==> src/rtl/prog_mealy_fsm_pkg.sv <==
// Shared types and helpers for the table-driven Mealy FSM: entry layout,
// power-on table contents and state legality.
package prog_mealy_fsm_pkg;

  localparam int MAX_W = 8;

  typedef struct packed {
    logic [MAX_W-1:0] next_state;
    logic [MAX_W-1:0] out;
  } entry_t;

  // Legacy 4-state machine, indexed {state, symbol}
  localparam int LEGACY_NEXT [16] = '{0, 3, 1, 2,  1, 1, 2, 0,  3, 2, 3, 1,  0, 3, 2, 1};
  localparam int LEGACY_OUT  [16] = '{0, 1, 0, 0,  1, 0, 1, 1,  0, 1, 0, 1,  1, 1, 1, 1};

  function automatic entry_t default_entry(input int state_w, input int in_w,
                                           input int out_w, input int n_states,
                                           input int idx);
    entry_t e;
    int     st;
    e  = '0;
    st = idx >> in_w;
    if (state_w == 2 && in_w == 2 && out_w == 1 && n_states == 4) begin
      e.next_state = MAX_W'(LEGACY_NEXT[idx[3:0]]);
      e.out        = MAX_W'(LEGACY_OUT[idx[3:0]]);
    end else begin
      e.next_state = (st < n_states) ? MAX_W'(st) : '0;
    end
    return e;
  endfunction

  function automatic logic is_legal(input int n_states, input int value);
    return value < n_states;
  endfunction

endpackage

==> src/rtl/prog_mealy_fsm_if.sv <==
// Step, status and table-programming signals of prog_mealy_fsm.
// PROG_MEALY_FSM_READBACK_EN adds the registered cfg_rdata return path.
interface prog_mealy_fsm_if #(
  parameter int STATE_W = 2,
  parameter int IN_W    = 2,
  parameter int OUT_W   = 1
);
  logic                     in_valid;
  logic [IN_W-1:0]          in_data;
  logic                     out_valid;
  logic [OUT_W-1:0]         out_data;
  logic [STATE_W-1:0]       state;
  logic                     cfg_we;
  logic [STATE_W+IN_W-1:0]  cfg_addr;
  logic [STATE_W+OUT_W-1:0] cfg_wdata;
  logic                     err;
`ifdef PROG_MEALY_FSM_READBACK_EN
  logic [STATE_W+OUT_W-1:0] cfg_rdata;
`endif

  modport master (
    output in_valid, in_data, cfg_we, cfg_addr, cfg_wdata,
    input  out_valid, out_data, state, err
`ifdef PROG_MEALY_FSM_READBACK_EN
    , input cfg_rdata
`endif
  );

  modport slave (
    input  in_valid, in_data, cfg_we, cfg_addr, cfg_wdata,
    output out_valid, out_data, state, err
`ifdef PROG_MEALY_FSM_READBACK_EN
    , output cfg_rdata
`endif
  );
endinterface

==> src/rtl/prog_mealy_fsm_fsm_table.sv <==
// Transition table register file: resettable defaults, one write port,
// combinational step read; PROG_MEALY_FSM_READBACK_EN adds registered readback.
module fsm_table
  import prog_mealy_fsm_pkg::*;
#(
  parameter int STATE_W  = 2,
  parameter int IN_W     = 2,
  parameter int OUT_W    = 1,
  parameter int N_STATES = 4
) (
  input  logic                     clk,
  input  logic                     reset,
  input  logic                     we,
  input  logic [STATE_W+IN_W-1:0]  addr,
  input  logic [STATE_W+OUT_W-1:0] wdata,
  input  logic [STATE_W+IN_W-1:0]  raddr,
  output logic [STATE_W+OUT_W-1:0] rdata
`ifdef PROG_MEALY_FSM_READBACK_EN
  , output logic [STATE_W+OUT_W-1:0] cfg_rdata
`endif
);
  localparam int ENT_W = STATE_W + OUT_W;
  localparam int DEPTH = 1 << (STATE_W + IN_W);

  logic [ENT_W-1:0] mem [DEPTH];

  function automatic logic [ENT_W-1:0] reset_word(input int idx);
    entry_t e;
    e = default_entry(STATE_W, IN_W, OUT_W, N_STATES, idx);
    return {e.next_state[STATE_W-1:0], e.out[OUT_W-1:0]};
  endfunction

  always_ff @(posedge clk) begin
    if (reset) begin
      for (int i = 0; i < DEPTH; i++) mem[i] <= reset_word(i);
    end else if (we) begin
      mem[addr] <= wdata;
    end
  end

  // Old contents on a same-cycle write to the stepped entry
  assign rdata = mem[raddr];

`ifdef PROG_MEALY_FSM_READBACK_EN
  always_ff @(posedge clk) begin
    if (reset)   cfg_rdata <= '0;
    else if (we) cfg_rdata <= wdata;
    else         cfg_rdata <= mem[addr];
  end
`endif

endmodule

==> src/rtl/prog_mealy_fsm.sv <==
// Table-driven Mealy FSM: state/output/err registers and write legality.
// Optional PROG_MEALY_FSM_READBACK_EN exposes cfg_rdata through the table.
//   state         | meaning
//   0             | reset / entry state
//   1..N_STATES-1 | behaviour defined by the transition table
module prog_mealy_fsm
  import prog_mealy_fsm_pkg::*;
#(
  parameter int STATE_W  = 2,
  parameter int N_STATES = 4,
  parameter int IN_W     = 2,
  parameter int OUT_W    = 1
) (
  input logic             clk,
  input logic             reset,
  prog_mealy_fsm_if.slave bus
);
  localparam int ADDR_W = STATE_W + IN_W;
  localparam int ENT_W  = STATE_W + OUT_W;

  logic [STATE_W-1:0] cur_state;
  logic [OUT_W-1:0]   out_reg;
  logic               out_valid_reg;
  logic               err_reg;
  logic [ENT_W-1:0]   step_entry;
  logic               wr_legal;
  logic               wr_en;

  assign wr_legal = is_legal(N_STATES, int'(bus.cfg_addr[ADDR_W-1 -: STATE_W])) &&
                    is_legal(N_STATES, int'(bus.cfg_wdata[ENT_W-1 -: STATE_W]));
  assign wr_en    = bus.cfg_we && wr_legal;

  fsm_table #(
    .STATE_W (STATE_W),
    .IN_W    (IN_W),
    .OUT_W   (OUT_W),
    .N_STATES(N_STATES)
  ) u_table (
    .clk      (clk),
    .reset    (reset),
    .we       (wr_en),
    .addr     (bus.cfg_addr),
    .wdata    (bus.cfg_wdata),
    .raddr    ({cur_state, bus.in_data}),
    .rdata    (step_entry)
`ifdef PROG_MEALY_FSM_READBACK_EN
    , .cfg_rdata(bus.cfg_rdata)
`endif
  );

  always_ff @(posedge clk) begin
    if (reset) begin
      cur_state     <= '0;
      out_reg       <= '0;
      out_valid_reg <= 1'b0;
      err_reg       <= 1'b0;
    end else begin
      out_valid_reg <= bus.in_valid;
      if (bus.in_valid) begin
        cur_state <= step_entry[ENT_W-1 -: STATE_W];
        out_reg   <= step_entry[OUT_W-1:0];
      end
      if (bus.cfg_we && !wr_legal) err_reg <= 1'b1;
    end
  end

  assign bus.state     = cur_state;
  assign bus.out_data  = out_reg;
  assign bus.out_valid = out_valid_reg;
  assign bus.err       = err_reg;

endmodule

==> src/flat_wrapper.sv <==
// flat-port wrapper written by rule: the top's interface ports become plain ports
module prog_mealy_fsm_flat import prog_mealy_fsm_pkg::*;
#(
  parameter int STATE_W  = 2,
  parameter int N_STATES = 4,
  parameter int IN_W     = 2,
  parameter int OUT_W    = 1
)
  (clk, reset, bus_in_valid, bus_in_data, bus_cfg_we, bus_cfg_addr, bus_cfg_wdata, bus_out_valid, bus_out_data, bus_state, bus_err);
  prog_mealy_fsm_if #(.STATE_W(STATE_W), .IN_W(IN_W), .OUT_W(OUT_W)) bus_i ();
  input logic clk;
  input logic reset;
  input wire logic [$bits(bus_i.in_valid)-1:0] bus_in_valid;
  input wire logic [$bits(bus_i.in_data)-1:0] bus_in_data;
  input wire logic [$bits(bus_i.cfg_we)-1:0] bus_cfg_we;
  input wire logic [$bits(bus_i.cfg_addr)-1:0] bus_cfg_addr;
  input wire logic [$bits(bus_i.cfg_wdata)-1:0] bus_cfg_wdata;
  output wire logic [$bits(bus_i.out_valid)-1:0] bus_out_valid;
  output wire logic [$bits(bus_i.out_data)-1:0] bus_out_data;
  output wire logic [$bits(bus_i.state)-1:0] bus_state;
  output wire logic [$bits(bus_i.err)-1:0] bus_err;
  assign bus_i.in_valid = bus_in_valid;
  assign bus_i.in_data = bus_in_data;
  assign bus_i.cfg_we = bus_cfg_we;
  assign bus_i.cfg_addr = bus_cfg_addr;
  assign bus_i.cfg_wdata = bus_cfg_wdata;
  assign bus_out_valid = bus_i.out_valid;
  assign bus_out_data = bus_i.out_data;
  assign bus_state = bus_i.state;
  assign bus_err = bus_i.err;
  prog_mealy_fsm #(.STATE_W(STATE_W), .N_STATES(N_STATES), .IN_W(IN_W), .OUT_W(OUT_W)) u_core (.clk(clk), .reset(reset), .bus(bus_i));
endmodule
==> config.mk <==
export PLATFORM = sky130hd
export DESIGN_NAME = prog_mealy_fsm_flat
export DESIGN_NICKNAME = d
export VERILOG_FILES = /design/src/rtl/prog_mealy_fsm_pkg.sv /design/src/rtl/prog_mealy_fsm_if.sv /design/src/rtl/prog_mealy_fsm_fsm_table.sv /design/src/rtl/prog_mealy_fsm.sv /design/src/flat_wrapper.sv
export SDC_FILE = /design/constraint.sdc
export NUM_CORES = 1
export LEC_CHECK = 0
export ABC_AREA = 1
export BUFFER_PORTS_ARGS = -buffer_cell sky130_fd_sc_hd__buf_2
export CAP_MARGIN = 20
export CORE_ASPECT_RATIO = 1.5
export CORE_MARGIN = 4
export CORE_UTILIZATION = 30
export DETAILED_ROUTE_END_ITERATION = 8
export PLACE_DENSITY = 0.49
export SKIP_LAST_GASP = 1
export SYNTH_ARGS = -nofsm -noshare
export SYNTH_HDL_FRONTEND = slang
export SYNTH_HIERARCHICAL = 1
export SYNTH_SLANG_ARGS = --single-unit
==> constraint.sdc <==
create_clock -name clk -period 1.1 [get_ports clk]
set_input_delay 0.165 -clock clk [delete_from_list [all_inputs] [get_ports clk]]
set_output_delay 0.165 -clock clk [all_outputs]
set_load 0.005 [all_outputs]
; Yosys cells after proc, flatten, opt, wreduce, memory -nomap -nowiden
; Memories as Yosys holds them, arrays and structs flattened. A register that Yosys moved wholly into a read port is not among the register bits.
; Cells that the tools add are included.
[word_totals]
ram_bits = 48
out_inout_bits = 5
inputBits = 13
register_bits = 1
mem_count = 1
[memory_table]
columns = memory, depth, word_bits, rd, rd_ports_with_merged_regs, write_ports, line_no
row1 = u_core.u_table.mem, 16, 3, 1, 1, 16, prog_mealy_fsm_fsm_table.sv:25  ; logic [ENT_W-1:0] mem [DEPTH];
[op_classes]
mux = 16
n_reduce_logical = 1
[op_table]
columns = cell, count
row1 = 10-bit two-way mux, 8
row2 = 1-bit two-way mux, 6
row3 = 4-bit two-way mux, 1
row4 = 3-bit two-way mux, 1
row5 = 3-bit OR reduction, 1

; Depth between registers and ports, before layout
; Gate-level depths: netlist of the first run.
[logic_depth]
ltp_word = 5
depth_mapped = 13

; By module
; Netlist of the first run, hierarchy kept.
[modules_own_cells]
columns = module, area_per_inst_um2, cells_per_inst, instances
row1 = fsm_table, 2542.4, 312, 1
row2 = prog_mealy_fsm, 158.9, 24, 1

; Worst setup path after synthesis of the first run
; No wires, ideal clock.
[synth_timing]
path_kind = input -> register
start = input reset
end = memory u_core/u_table/mem[13][0] (netlist name) (enable)
path_slack_ns = -0.053
path_stages = 5
t_arrival_ns = 0.809
cell_sequence = inv_2 -> nand2_2 -> inv_2 -> nand3_2 -> o21ai_0
[synth_lines]
columns = item, line_no
row1 = from (decl), flat_wrapper.sv:12  ; input logic reset;
row2 = to (decl), prog_mealy_fsm_fsm_table.sv:25

; Final worst setup path of the first run
[layout_timing]
start = register u_core.cur_state[0], in the netlist u_core/bus.state[0] (read register of u_core.u_table.mem)
end = output bus_state[0]
[layout_lines]
columns = item, line_no
row1 = from (decl), prog_mealy_fsm.sv:21  ; logic [STATE_W-1:0] cur_state;
row2 = to (decl), flat_wrapper.sv:20  ; output wire logic [$bits(bus_i.state)-1:0] bus_state;
; No word-level cell between the ends.

==> metrics.yaml, run 1 <==
worst_slack_ns: 0.00828
maxSlewViolCount: 0
seq_power_share_pct: 49.3
finalNonFillerCells: 496
synth-edff-count: 48
route.detailed.drc: 0
cellPowerDensity_mw_per_mm2: 1330
ir_drop_mv: 0.833
start_kind: "register"
crit_path_start: "u_core/bus.state[0]"
dp_slack_ns: -0.286
start_util_pct: 30.6
timing.rr.start: "u_core/u_table/mem[11][1]"
ant_nets: 0
rows: 42
place_congestion: 0.771
rsz0062_at_grt: "yes"
cts_buffer_depth: 2
p_comb_share_pct: 13.6
hold_path.class: "input port to register"
cp_max_fo: 8
grt.total_usage_pct: 12.6
final_util_pct: 39.9
whs_ns: 0.143
antenna_found_initial: 0
end_kind: "primary output"
routed_wl_um: 6350
yosysTopAreaCellShare_pct: 53.4
netlist_top_cells_area: "edfxtp_1 (53%), nand2_1 (16%), inv_1 (8.5%)"
largest_reg_flops: 48
yosysMostFrequentCell: "nand2_1"
die_area_mm2: 0.0106
sw_frac_of_total_pct: 23.2
die_y_um: 124
r2r_slack_ns: 0.03
hold_viol_final: 0
power.share.clock_pct: 37.1
die_width_um: 85.5
grt_pass1_wl_um: 10200
place_hpwl_um: 4730
top_register: "u_core/u_table/mem"
cts_buffers: 5
insertion_delay_ns: 0.29
syn_to_final_growth_pct: 30.3
io_buffers: 16
yosysWarnings: 6
numClockSinks: 52
power.leakage_uw: 0.00161
synth_cells: 336
max-cap-violations: 0
synth_nets: 349
dominantRegCellSynth: "edfxtp_1"
first_pass_iters: 4
drive_gt1_share_pct: 28.0
diodes: 0
grt-ovfl-total: 0
crit_arrival_ns: 0.93
netlist_area_mm2: 0.00270
yosys-top-cells-count: "nand2_1 (112), inv_1 (61), edfxtp_1 (48), nor2_1 (41), nand3_1 (39)"
cts.htree.levels: 2
path_clk_slew_ns: 0.06
drt-initial-drc-count: 104
post-place-cells: 487
worstHoldEndpoint: "u_core/bus.out_valid"
ys_seq_area_share_pct: 56.3
io_pins: 18
cts_tree: "done"
worstRegToRegCells: 10
ys_types: 18
nNetsFinal: 398
wl_per_cell_um: 12.8
viasPerCell: 4.35
avgSynthCellArea_um2: 8.04
power_switching_uw: 1080
hold_start: "bus_in_valid"
finalSetupViolCount: 0
grt_pass1_vias: 2123
status: "finished clean"
critPathKind: "register to primary output"
fin_crit_ns: 1.09
num_vias: 2157
fin_skew_ns: 0.00417
cts-root-buf: "clkbuf_16"
synthArstFlopShare_pct: 0
hold_depth: 3
grt_max_degree: 25
synth_top_area_cell: "edfxtp_1"
ys_ff_latch: 52
cp.required_ns: 0.94
p_int_uw: 3590
worst_r2r_endpoint: "u_core/bus.state[0]"
min_period_over_period_pct: 99.2
max_freq_mhz: 916
core_area_mm2: 0.00883
[per-stage QoR]
step | area, µm² | TNS [ns] | power [µW]
floorplan | 2730 | -0.0644 | 2670
global route | 3520 | -0.423 | 4880
CTS | 3420 | 0 | 4690
global placement | 3240 | -14.54 | 2930
detailed placement | 3240 | -15.67 | 2940
finish | 3520 | 0 | 4670
[final cells by class]
cell class	instances	area, µm²
inverter	69	275
clock inverter	2	35.0
sequential	52	1520
timing repair buffer	54	444
tap	110	138
multi-input combinational	203	978
fill	907	5310
clock buffer	6	129
[layout by cell type, fill, tap and decap left out]
cell	netlist	routed
buf_6	0	1
clkbuf_16	0	5
buf_2	3	16
edfxtp_1	48	48
nor2_1	41	35
clkbuf_1	5	1
nand3_1	39	23
nor3_4	1	1
inv_1	61	59
dfxtp_1	4	4
inv_2	8	9
bufinv_16	0	1
nand2_1	112	105
clkinv_2	0	1
buf_12	0	6
conb_1	1	1
nand2_4	0	1
inv_16	0	1
nand2_2	1	7
o21ai_0	2	2
nor2_2	2	8
nand3_2	2	18
nor2_4	2	2
buf_4	3	31
[per-layer routing]
layer	track usage (%)	wire, µm	up-vias
met5	0	0	-
met4	5.03	120	0
met3	1.72	160	6
met2	23.4	3540	26
met1	14.0	2540	1004
li1	-	-	1121
[worst max-delay path, stage by stage, from the launching register on]
cell     delay, ns
dfxtp_1       0.37
buf_6         0.15
buf_2         0.11
[power groups by stage]
stage          logic (µW)  clock network, µW  registers (µW)
3_5_place_dp          590                  0            2350
4_1_cts               602               1780            2300
2_1_floorplan         328                  0            2350
6_report              633               1730            2300
5_1_grt               711               1860            2310
3_3_place_gp          587                  0            2350
[worst max path at each step]
| stage | end | slack, ns | depth (start not counted) |
|---|---|---|---|
| after global routing | u_core/bus.out_data | -0.1 | 10 |
| after detailed placement | u_core/u_table/mem[6][2] | -0.29 | 9 |
| final | bus_state[0] | 0.008 | 2 |
| after floorplan | u_core/u_table/mem[15][0] | -0.02 | 7 |
| after global placement | u_core/u_table/mem[15][1] | -0.26 | 8 |
| after CTS | u_core/bus.out_data | 0.004 | 10 |
[logic make-up (layout without fill, tap and decap cells)]
family | after synthesis | after routing | share of synthesized area, %
buffers and inverters | 81 | 131 | 11.8
other | 1 | 1 | 0.139
AOI/OAI and AO/OA | 2 | 2 | 0.371
and+or+nand+nor | 200 | 200 | 31.4
DFF | 52 | 52 | 56.3
[timing repair]
action / 4_1_cts / 5_1_grt
hold buffers: 0 / 0
buffers inserted: 0 / 1
pin swaps: 0 / 11
gates resized for setup: 3 / 27
endpoints found under the setup margin: 3 / 30
Power figures use the tool's default switching activity.
==> run 2, diff against run 1 <==
Settings changed: BUFFER_PORTS_ARGS -buffer_cell sky130_fd_sc_hd__buf_2 to default, DONT_BUFFER_PORTS from default to 1, PLACE_DENSITY 0.49 to 0.47.
==> metrics.yaml, run 2 (synthesis results as in run 1) <==
path_buf_inv: 1
crit_slowest_cell: "dfxtp_1"
core_area_mm2: 0.00883
end_kind: "primary output"
io_pins: 18
maxSlewViolCount: 0
grt-ovfl-total: 0
cp_top_family: "flip-flops"
ir_drop_mv: 0.592
sw_frac_of_total_pct: 23.0
largest_reg_flops: 48
drive_gt1_share_pct: 20.2
grtUsageMet1_pct: 15.0
drt-initial-drc-count: 153
worst_r2r_endpoint: "u_core/bus.state[1]"
hold_path.class: "input port to register"
min_period_over_period_pct: 98.3
start_kind: "register"
insertion_delay_ns: 0.29
max-cap-violations: 0
fin_setup_tns_ns: 0
grt_max_degree: 26
power.share.clock_pct: 38.2
fin_skew_ns: 0.00717
antenna_found_initial: 0
r2r_slack_ns: 0.02
hold_viol_final: 1
grt_pass1_wl_um: 10300
cts_buffers: 5
multi_input_area_um2: 946
diodes: 0
finalSetupViolCount: 0
cellPowerDensity_mw_per_mm2: 1380
ant_nets: 0
grt_pass1_vias: 2069
path_cells: "buf_4"
rows: 42
grt.total_usage_pct: 12.8
nNetsFinal: 374
power_switching_uw: 1060
violations: "hold timing"
path_clk_slew_ns: 0.07
cts_tree: "done"
grt_use_met2_pct: 23.0
start_util_pct: 30.6
num_vias: 2098
max_freq_mhz: 924
cp.required_ns: 0.94
hold_start: "bus_in_valid"
worstRegToRegCells: 10
n_fill_cell: 909
die_y_um: 124
crit_path_end: "bus_state[1]"
worst_slack_ns: 0.0182
p_int_uw: 3550
place_congestion: 0.751
cts_buffer_depth: 2
place_hpwl_um: 4660
slowest_delay_ns: 0.46
final_cell_mix: "nand2_1 (107), inv_1 (59), edfxtp_1 (48)"
cts.htree.levels: 2
syn_to_final_growth_pct: 23.7
fin_crit_ns: 1.08
critPathKind: "register to primary output"
crit_arrival_ns: 0.92
timing.rr.start: "u_core/u_table/mem[1][2]"
power_uw: 4610
route.detailed.drc: 0
routed_wl_um: 6430
whs_ns: -0.00176
die_width_um: 85.5
power.leakage_uw: 0.00149
grt.busiest_layer: "met2"
dp_slack_ns: -0.105
top_register: "u_core/u_table/mem"
grt_util_met3_pct: 2.19
cts-root-buf: "clkbuf_16"
layout_commonest_cell: "nand2_1"
crit_path_start: "u_core/bus.state[1]"
numClockSinks: 52
viasPerCell: 4.44
cp_max_fo: 5
io_buffers: 0
p_comb_share_pct: 11.7
seq_area_mm2: 0.00152
seq_power_share_pct: 50.1
status: "complete, but fails checks"
cp.depth: 1
die_area_mm2: 0.0106
rsz0062_at_grt: "yes"
first_pass_iters: 4
wl_per_cell_um: 13.6
run 2: changes by cell type in the layout (fill, tap and decap cells not counted), sizes merged:
cell | before | now
dlygate4sd3 | 0 | 2
buf | 54 | 28
run 2: timing repair:
item / 4_1_cts / 5_1_grt
hold buffers: 2 / 0
pin swaps: 1 / 10
cloned: 0 / 0
resized for setup: 1 / 20
setup endpoints to repair: 2 / 5
buffers inserted: 0 / 0
endpoints found under the hold margin: 1 / 0
run 2: cell type report:
cell class                      count  area share [%]
Sequential cell                    52            45.6
Multi-Input combinational cell    203            28.3
Timing Repair Buffer               30            8.87
Inverter                           69            8.24
Tap cell                          110            4.12
Clock buffer                        6            3.86
Clock inverter                      2            1.05
run 2: worst min-delay path by stage:
stage,slack (ns),cells after the start,endpoint
6_report,-0.002,2,u_core/bus.state[1]
5_1_grt,0.009,2,u_core/bus.state[1]
4_1_cts,0.002,2,u_core/bus.out_data
3_5_place_dp,0.24,1,u_core/bus.out_valid
3_3_place_gp,0.24,1,u_core/bus.out_valid
2_1_floorplan,0.24,1,u_core/bus.out_valid
run 2: routing by layer:
| layer | vias up | routed length, µm | share of wire, % |
|---|---|---|---|
| li1 | 1070 | - | - |
| met1 | 977 | 2650 | 41 |
| met2 | 46 | 3450 | 54 |
| met3 | 5 | 235 | 3.7 |
| met4 | 0 | 96 | 1.5 |
| met5 | - | 0 | 0 |
run 2: power by group through the flow:
stage,Clock [µW],Sequential [µW],Combinational (µW)
after floorplan,0,2350,328
after global placement,0,2350,496
after detailed placement,0,2350,497
after CTS,1800,2310,507
after global routing,1880,2320,608
final,1760,2310,541
run 2: metrics by stage:
step	utilization [%]	instances	instance area, µm²
final	37.9	472	3340
after global routing	37.9	472	3340
after CTS	37.0	472	3270
after detailed placement	34.9	462	3080
after global placement	34.9	462	3080
after floorplan	-	336	2730
